### src/rtl/ttt_pkg.sv
// ttt_pkg: shared definitions for the tic-tac-toe controller.
//   - cell codes (2 bits per board cell)
//   - externally reported game_state codes
//   - internal FSM state type
//   - NO_CELL cursor value and the 8-line winning table
package ttt_pkg;

  localparam int NUM_CELLS = 9;
  localparam int NUM_LINES = 8;
  localparam int BOARD_W   = 2 * NUM_CELLS;

  // Cell codes; 2'b11 is never written to the board.
  localparam logic [1:0] CELL_EMPTY = 2'b00;
  localparam logic [1:0] CELL_X     = 2'b01;
  localparam logic [1:0] CELL_O     = 2'b10;

  // Reported game_state codes.
  localparam logic [1:0] GS_PLAY  = 2'b00;
  localparam logic [1:0] GS_X_WIN = 2'b01;
  localparam logic [1:0] GS_O_WIN = 2'b10;
  localparam logic [1:0] GS_DRAW  = 2'b11;

  localparam logic [3:0] NO_CELL = 4'd15;

  typedef enum logic [2:0] {
    ST_PLAY,
    ST_CHECK,
    ST_X_WIN,
    ST_O_WIN,
    ST_DRAW
  } state_t;

  // Line table: LINE_TBL[line][k] is the k-th cell index of that line.
  // Listed from line 7 down to line 0 because the array is packed.
  localparam logic [NUM_LINES-1:0][2:0][3:0] LINE_TBL = {
    {4'd6, 4'd4, 4'd2},  // 7: anti-diagonal
    {4'd8, 4'd4, 4'd0},  // 6: diagonal
    {4'd8, 4'd5, 4'd2},  // 5: column 2
    {4'd7, 4'd4, 4'd1},  // 4: column 1
    {4'd6, 4'd3, 4'd0},  // 3: column 0
    {4'd8, 4'd7, 4'd6},  // 2: row 2
    {4'd5, 4'd4, 4'd3},  // 1: row 1
    {4'd2, 4'd1, 4'd0}   // 0: row 0
  };

endpackage

### src/rtl/ttt_line_checker.sv
// ttt_line_checker: combinational; flags every line whose three cells all
// hold the given player code.
//   board     : 18-bit board, cell i at [2i+1:2i]
//   code      : player code to test (CELL_X or CELL_O)
//   line_hit  : bit l set when line l is complete for code
module ttt_line_checker
  import ttt_pkg::*;
(
  input  logic [BOARD_W-1:0]   board,
  input  logic [1:0]           code,
  output logic [NUM_LINES-1:0] line_hit
);

  for (genvar l = 0; l < NUM_LINES; l++) begin : g_line
    localparam int C0 = int'(LINE_TBL[l][0]);
    localparam int C1 = int'(LINE_TBL[l][1]);
    localparam int C2 = int'(LINE_TBL[l][2]);
    assign line_hit[l] = (board[2*C0 +: 2] == code) &&
                         (board[2*C1 +: 2] == code) &&
                         (board[2*C2 +: 2] == code);
  end

endmodule

### src/rtl/ttt_game_controller.sv
// ttt_game_controller: tic-tac-toe game FSM driven by a mouse cursor/click.
//   clk, rst_n   : clock, async active-low reset
//   chesspos     : cell under cursor (0..8, >8 = no cell)
//   click        : button level (synchronous)
//   restart      : start a new game (overrides a simultaneous press)
//   board        : 9 x 2-bit cells (00 empty, 01 X, 10 O)
//   turn         : player to move (0 X, 1 O)
//   game_state   : 00 play, 01 X win, 10 O win, 11 draw
//   win_line     : one-hot(ish) set of completed lines
//   move_count   : moves this game (0..9)
//   move_ok/rej  : one-cycle pulses for accepted / rejected presses
module ttt_game_controller
  import ttt_pkg::*;
#(
  parameter logic FIRST_PLAYER = 1'b0
) (
  input  logic                 clk,
  input  logic                 rst_n,
  input  logic [3:0]           chesspos,
  input  logic                 click,
  input  logic                 restart,
  output logic [BOARD_W-1:0]   board,
  output logic                 turn,
  output logic [1:0]           game_state,
  output logic [NUM_LINES-1:0] win_line,
  output logic [3:0]           move_count,
  output logic                 move_ok,
  output logic                 move_rej
);

  state_t               state;
  logic                 click_q;
  logic                 press;
  logic [1:0]           turn_code;
  logic [1:0]           cur_cell;
  logic                 pos_valid;
  logic [NUM_LINES-1:0] line_hit;

  assign press     = click & ~click_q;
  assign turn_code = turn ? CELL_O : CELL_X;
  assign pos_valid = (chesspos <= 4'd8);

  // Cell under the cursor; reads as empty when the cursor is off-board,
  // which is harmless because pos_valid gates its use.
  always_comb begin
    cur_cell = CELL_EMPTY;
    for (int i = 0; i < NUM_CELLS; i++)
      if (chesspos == 4'(i)) cur_cell = board[2*i +: 2];
  end

  // The board register already holds the new mark while in ST_CHECK.
  ttt_line_checker u_line_checker (
    .board    (board),
    .code     (turn_code),
    .line_hit (line_hit)
  );

  always_ff @(posedge clk or negedge rst_n) begin
    if (!rst_n) begin
      state      <= ST_PLAY;
      click_q    <= 1'b1;  // a button held through reset must not fire
      board      <= '0;
      turn       <= FIRST_PLAYER;
      game_state <= GS_PLAY;
      win_line   <= '0;
      move_count <= '0;
      move_ok    <= 1'b0;
      move_rej   <= 1'b0;
    end else begin
      click_q  <= click;  // sampled even during restart
      move_ok  <= 1'b0;
      move_rej <= 1'b0;
      if (restart) begin
        state      <= ST_PLAY;
        board      <= '0;
        turn       <= FIRST_PLAYER;
        game_state <= GS_PLAY;
        win_line   <= '0;
        move_count <= '0;
      end else begin
        case (state)
          ST_PLAY: begin
            if (press) begin
              if (pos_valid && cur_cell == CELL_EMPTY) begin
                for (int i = 0; i < NUM_CELLS; i++)
                  if (chesspos == 4'(i)) board[2*i +: 2] <= turn_code;
                move_count <= move_count + 4'd1;
                move_ok    <= 1'b1;
                state      <= ST_CHECK;
              end else begin
                move_rej <= 1'b1;
              end
            end
          end
          ST_CHECK: begin
            if (|line_hit) begin
              win_line   <= line_hit;
              state      <= turn ? ST_O_WIN : ST_X_WIN;
              game_state <= turn ? GS_O_WIN : GS_X_WIN;
            end else if (move_count == 4'd9) begin
              state      <= ST_DRAW;
              game_state <= GS_DRAW;
            end else begin
              turn  <= ~turn;
              state <= ST_PLAY;
            end
          end
          default: ;  // terminal states hold until restart/reset
        endcase
      end
    end
  end

endmodule
### config.mk
export PLATFORM = sky130hd
export DESIGN_NAME = ttt_game_controller
export DESIGN_NICKNAME = d
export VERILOG_FILES = /design/src/rtl/ttt_pkg.sv /design/src/rtl/ttt_line_checker.sv /design/src/rtl/ttt_game_controller.sv
export SDC_FILE = /design/constraint.sdc
export NUM_CORES = 1
export LEC_CHECK = 0
export BUFFER_PORTS_ARGS = -buffer_cell sky130_fd_sc_hd__buf_2
export CAP_MARGIN = 15
export CORE_MARGIN = 5
export CORE_UTILIZATION = 49
export DETAILED_ROUTE_END_ITERATION = 8
export GPL_TIMING_DRIVEN = 0
export PLACE_DENSITY = 0.74
export SETUP_SLACK_MARGIN = 0.05
export SYNTH_ARGS = -nofsm -noshare
export SYNTH_HDL_FRONTEND = slang
export SYNTH_SLANG_ARGS = --single-unit
### constraint.sdc
create_clock -name clk -period 2.1 [get_ports clk]
set_clock_uncertainty 0.2 [all_clocks]
set_input_delay 0.315 -clock clk [delete_from_list [all_inputs] [get_ports clk]]
set_output_delay 0.315 -clock clk [all_outputs]
set_load 0.02 [all_outputs]
==> results of run 1 <==
kinds of logic (layout without fill, tap and decap cells):
logic type,count (synthesis),in the layout,synth area share (%)
buffers and inverters,15,98,3.398
AND/OR/NAND/NOR,95,95,23.79
adder cells (fa/ha/maj),2,2,1.152
flip-flops,39,39,44.99
AO/OA/AOI/OAI,62,62,22.87
multiplexers,8,8,3.802
final cells by class:
type                       instances  area, µm²
clock buffer                       8      100.1
inverter                           6      22.52
tap                               52      65.06
timing repair buffer              76      535.5
multi-input combinational        167       1413
fill                             290       1145
sequential                        39      987.2
buffer                             8      56.30
worst min-delay path by stage:
stage	end	slack, ns	depth (start not counted)
after floorplan	board[0]$_DFFE_PN0P_	-0.18	0
after global placement	click_q$_DFF_PN1_	0.24	1
after detailed placement	click_q$_DFF_PN1_	0.24	1
after CTS	board[2]$_DFFE_PN0P_	0.18	3
after global routing	board[2]$_DFFE_PN0P_	0.18	3
final	board[2]$_DFFE_PN0P_	0.18	3
worst max-delay path, cell delays in order (launching register included):
cell	delay, ns
dfrtp_2	0.44
buf_6	0.15
and3b_4	0.20
a22oi_2	0.25
a41o_4	0.28
nand3_4	0.08
or4_4	0.49
a21oi_2	0.13
power by group through the flow:
stage	combinational [W]	clock, W	sequential, W
after floorplan	0.0000764	0	0.000792
after global placement	0.000137	0	0.000784
after detailed placement	0.000140	0	0.000785
after CTS	0.000176	0.000574	0.000770
after global routing	0.000219	0.000612	0.000773
final	0.000205	0.000569	0.000772
synth_stat cells (all sizes together), types with 2 or more instances:
| master | number | area share [%] |
|---|---|---|
| a22o | 2 | 1.2 |
| a221oi | 2 | 0.81 |
| o211ai | 2 | 0.69 |
| nand3 | 4 | 1.5 |
| nor3 | 6 | 1.4 |
| a31o | 2 | 0.81 |
| a22oi | 5 | 2.0 |
| nor2b | 13 | 3.7 |
| and2 | 2 | 0.58 |
| o2bb2ai | 2 | 0.81 |
| dfrtp | 38 | 44 |
| nand2b | 4 | 1.2 |
| a2111oi | 4 | 2.5 |
| nand2 | 10 | 1.7 |
| inv | 5 | 0.86 |
| nor2 | 39 | 6.7 |
| o31ai | 3 | 1.0 |
| a21o | 2 | 0.69 |
| a31oi | 5 | 2.1 |
| mux2 | 2 | 1.0 |
| mux2i | 6 | 2.8 |
| nor3b | 7 | 2.9 |
| ha | 2 | 1.2 |
| and3b | 4 | 2.0 |
| a21oi | 15 | 3.6 |
| clkbuf | 4 | 0.69 |
| buf | 5 | 1.7 |
| o21ai | 8 | 2.4 |
registers in the layout (all words and copies together), names as in the netlist:
name	count
board	18
click_q	1
game_state	2
move_count	4
move_ok	1
move_rej	1
state	3
turn	1
win_line	8
repair_timing:
action                                  CTS  global route
endpoints found under the setup margin   24            33
hold buffers                              2             0
hold endpoints to repair                 39             0
gates cloned                              2             0
pin swaps                                17            26
setup buffers                            19            12
resized for setup                        25            40
per-layer routing:
layer  vias up  global-route usage (%)  share of wire (%)
met5         -                       0                  0
met1      1107                   27.31                 39
met4         0                   10.84                3.7
met2       110                   36.73                 50
met3        23                   5.792                7.8
li1        966                       -                  -
per-stage QoR:
stage | instances | util (%) | worst slack [ns] | hold WS, ns | TNS [ns]
floorplan | 221 | - | -0.06830 | -0.1806 | -0.4176
global placement | 314 | 57.12 | -0.2645 | 0.2403 | -4.124
detailed placement | 314 | 57.12 | -0.2964 | 0.2438 | -4.820
CTS | 344 | 67.19 | -0.1563 | 0.1757 | -0.9687
global route | 356 | 73.52 | -0.2634 | 0.1843 | -2.911
finish | 356 | 73.52 | -0.2065 | 0.1809 | -1.299
placed cells by master (no fill, tap or decap), types with 4 or more instances in the layout:
cell,count
buf_2,44
nor2_1,36
dfrtp_1,30
buf_4,25
nor2b_1,13
a21oi_2,12
nand2_1,10
dfrtp_2,8
clkbuf_8,7
mux2i_1,6
buf_6,5
nor3b_4,5
a22oi_2,5
inv_1,4
clkbuf_1,4
o21ai_0,4
==> out/results.txt, run 1 <==
status: complete, but fails checks
failing checks: setup timing
total of max-cap violations: 0
die area: 0.005865 mm²
Seq/Total Area, Yosys: 44.99%
Sw Pwr: 0.0004122 W
reg2reg path depth: 7
Placed Area: 0.002470 mm²
Final setup viols: 17
Setup crit start kind: flip-flop
Num CTS Buffers: 5
reg-to-reg slack, setup: -0.21 ns
pwr/cell area: 486.3 mW/mm²
Synth Flop Type: dfrtp_1
vias in the first global route: 2130
CP required: 2.12 ns
Post-Syn Area per Cell: 9.828 µm²
largest net degree at the start of global routing: 40
I/O Buffers: 41
Slew HR: 40.36%
# diodes: 0
maximum clock frequency: 433.6 MHz
RR Startpoint: turn$_DFFE_PN0P_
final-report max-slew violation count: 0
RSZ-0062 raised after global routing: yes
GPL Wtd Cong: 0.8555
Synthesis Warnings: 0
chip width: 76.58 µm
chip height: 76.58 µm
layout cells sized above 1: 50.66%
final worst slack: -0.2065 ns
P_int: 0.001134 W
post-DP HPWL: 4005 µm
aggregate routed wire length: 7057 µm
Setup CP Type: reg2reg
leakage: 1.397 nW
VDD IR-drop max: 0.0003742 V
io pins: 43
initial antenna violation count: 0
Setup crit start: turn$_DFFE_PN0P_
Combinational Power Share: 13.3%
remaining global-route overflow: 0
final-report hold violation count: 0
DR DRC count: 0
CTS clk-pin slew, worst paths: 0.08 ns
Clock Tree Root: clkbuf_8
Worst Hold Class: in2reg
post-DR wirelength/cell: 19.82 µm
total power: 0.001546 W
Seq cells post-synth: 39
htree depth: 2
fraction of registers with async set/reset: 100.0%
crit path capture type: flip-flop
Switching Share: 26.66%
final worst-path cycle share: 109.8%
nets@finish: 313
critical path arrival: 2.33 ns
CP max FO: 6
Tmin final: 2.306 ns
HP Start: chesspos[0]
DR vias: 2206
final instance area: 0.003179 mm²
worst setup path end: turn$_DFFE_PN0P_
Starting DRT DRC Count: 106
GRT Total Usage: 22.44%
Detail Route Antenna Nets: 0
Mapped Cells: 221
Core Region: 0.004324 mm²
vias per cell: 6.197
Initial Util: 50.23%
library cells used by synthesis: 58
TritonRoute pass-1 iters: 4
Mapped Area: 0.002172 mm²
first-pass GRT wire length: 10560 µm
reg2reg end: turn$_DFFE_PN0P_
clock power share: 36.8%
Slew @ Worst Pin: 0.8947 ns
CTS tree: done
Seq pwr share: 49.9%
Syn Nets: 231
# rows: 24
area delta synth->final: 46.37%
Num Clock Sinks: 39
number of synthesized flops with an enable pin: 0
Bufs on Longest Clock Path: 2
Skew-Pair Late Insertion Delay: 0.30 ns
(Power assumes the default switching activity.)
==> run 2: changes to the inputs <==
--- a/config.mk
+++ b/config.mk
@@ -8,10 +8,10 @@
 export BUFFER_PORTS_ARGS = -buffer_cell sky130_fd_sc_hd__buf_2
 export CAP_MARGIN = 15
 export CORE_MARGIN = 5
-export CORE_UTILIZATION = 49
+export CORE_UTILIZATION = 59
 export DETAILED_ROUTE_END_ITERATION = 8
 export GPL_TIMING_DRIVEN = 0
-export PLACE_DENSITY = 0.74
+export PLACE_DENSITY = 0.84
 export SETUP_SLACK_MARGIN = 0.05
 export SYNTH_ARGS = -nofsm -noshare
 export SYNTH_HDL_FRONTEND = slang
==> constraint.sdc (replaced) <==
create_clock -name clk -period 2.8 [get_ports clk]
set_clock_uncertainty 0.2 [all_clocks]
set_input_delay 0.42 -clock clk [delete_from_list [all_inputs] [get_ports clk]]
set_output_delay 0.42 -clock clk [all_outputs]
set_load 0.02 [all_outputs]
==> run 2 against run 1 <==
  * Largest cell class unchanged
  * Worst hold slack worse by 0.16 ns
  * The flow now finishes without violations
  * Register-to-register slack better by 0.69 ns
  * Sequential share of layout area up 7.7 points
  * Sequential power down 25%
  * Sequential cell count unchanged
==> out/results.txt, run 2 (synthesis gave the netlist of run 1 again) <==
status: finished clean
most frequent cells in the layout: buf_2 (43), nor2_1 (39), dfrtp_1 (38), a21oi_1 (14), nor2b_1 (13)
nets@finish: 279
DR vias: 1914
Setup crit start kind: flip-flop
GPL Wtd Cong: 0.9467
vias per cell: 6.019
Skew-Pair Late Insertion Delay: 0.30 ns
initial antenna violation count: 0
DR DRC count: 0
crit path capture type: flip-flop
most common cell after layout, fill and taps aside: buf_2
first-pass GRT wire length: 8687 µm
number of flip-flops in the largest register: 18
post-DR wirelength/cell: 16.21 µm
slowest stage cell, crit path: dfrtp_1
area delta synth->final: 15.96%
setup tns final: 0 ns
fill cell count: 286
post-DP HPWL: 3822 µm
CP max FO: 10
Worst Hold Class: in2async
Setup CP Type: reg2reg
crit-path leading delay family: compound AO/OA/AOI/OAI gates
vias in the first global route: 1796
# rows: 22
Core Region: 0.003606 mm²
htree depth: 2
# diodes: 0
Worst Path Buf+Inv: 2
final-report max-slew violation count: 0
critical path arrival: 2.28 ns
io pins: 43
Final setup viols: 0
pwr/cell area: 415.8 mW/mm²
slowest cell delay on critical path: 0.39 ns
TritonRoute pass-1 iters: 4
I/O Buffers: 41
worst slack at placement: 0.3691 ns
Tmin final: 2.313 ns
chip height: 70.68 µm
CP required: 2.77 ns
Num CTS Buffers: 5
RSZ-0062 raised after global routing: no
largest net degree at the start of global routing: 40
Slew @ Worst Pin: 0.8361 ns
Bufs on Longest Clock Path: 2
total power: 0.001047 W
Top reg by flops: board
CTS clk-pin slew, worst paths: 0.08 ns
CP Cell Sequence: buf_6 > buf_6 > nor3b_1 > a21oi_2 > a41o_2 > a31oi_4 > mux2i_1 > nor2_1
post_cts resized: 0
final worst-path cycle share: 82.61%
biggest registers after layout: board: 18 flops, win_line: 8 flops, move_count: 4 flops
Starting DRT DRC Count: 142
remaining global-route overflow: 0
leakage: 1.171 nW
CTS tree: done
maximum clock frequency: 432.3 MHz
Post-CTS Hold Buffers: 0
chip width: 70.68 µm
final worst slack: 0.4869 ns
die area: 0.004995 mm²
Crit path top cell by count: buf_6
layout cells sized above 1: 27.04%
Num Clock Sinks: 39
VDD IR-drop max: 0.0003841 V
aggregate routed wire length: 5155 µm
Slew HR: 44.26%
Initial Util: 60.24%
total of max-cap violations: 0
setup repair bufs after CTS: 0
GRT Total Usage: 22.27%
Clock Tree Root: clkbuf_8
Detail Route Antenna Nets: 0
final-report hold violation count: 0
[run 2: changes by cell type in the layout (fill, tap and decap cells not counted), moves of 4 or more]
cell / previous run / this run
a22oi_1: 0 / 4
dfrtp_1: 30 / 38
a21oi_1: 2 / 14
a21oi_2: 12 / 1
a22oi_2: 5 / 1
nor3b_1: 1 / 5
nor3b_4: 5 / 0
dfrtp_2: 8 / 0
buf_4: 25 / 0
[run 2: metrics by stage]
step                cell area, µm²  util (%)  hold WS, ns  cells
finish                        2519     69.85      0.02174    318
global route                  2519     69.85      0.02764    318
CTS                           2519     69.85      0.03228    318
detailed placement            2437     67.59       0.3035    310
global placement              2437     67.59       0.2986    310
floorplan                     2172         -     -0.07559    221
[run 2: report_power, final]
part           internal, W  switching (W)  leakage [nW]
clock network     0.000175       0.000193        0.0422
logic            0.0000309      0.0000715         0.590
registers         0.000570     0.00000717         0.539
total             0.000776       0.000271          1.17
[run 2: final timing paths]
kind                                         start                 endpoint  slack [ns]  depth (start not counted)
max in group asynchronous                    rst_n     state[1]$_DFFE_PN0P_        1.85                          1
hold reg to reg            win_line[3]$_DFFE_PN0P_  win_line[3]$_DFFE_PN0P_        0.32                          1
setup / recovery                  turn$_DFFE_PN0P_  win_line[1]$_DFFE_PN0P_        0.49                          8
min in group clk                             click        click_q$_DFF_PN1_        0.04                          1
setup reg to reg                  turn$_DFFE_PN0P_  win_line[1]$_DFFE_PN0P_        0.49                          8
hold / removal                               rst_n     board[5]$_DFFE_PN0P_        0.02                          1
[run 2: per-layer routing]
layer | wire [µm] | share of wire [%] | track usage (%) | vias to the layer above
li1 | - | - | - | 904
met1 | 2191 | 43 | 29.85 | 927
met2 | 2458 | 48 | 33.68 | 69
met3 | 357 | 6.9 | 5.540 | 14
met4 | 148 | 2.9 | 11.27 | 0
met5 | 0 | 0 | 0 | -
[run 2: area by class of cell]
type                            count  area (µm²)  share of cell area [%]
Inverter                            6       22.52                  0.8942
Buffer                              9       51.30                   2.037
Tap cell                           48       60.06                   2.384
Multi-Input combinational cell    167        1121                   44.51
Clock inverter                      1       5.005                  0.1987
Sequential cell                    39       977.2                   38.80
Timing Repair Buffer               41       205.2                   8.147
Clock buffer                        7       76.32                   3.030
[run 2: worst register-to-register path, delay by kind of cell, from the launching register on]
kind            cells  cell delay [ns]
compound gates      3             0.78
buf+inv             2             0.28
simple gates        2             0.30
mux                 1             0.24
flops               1             0.39
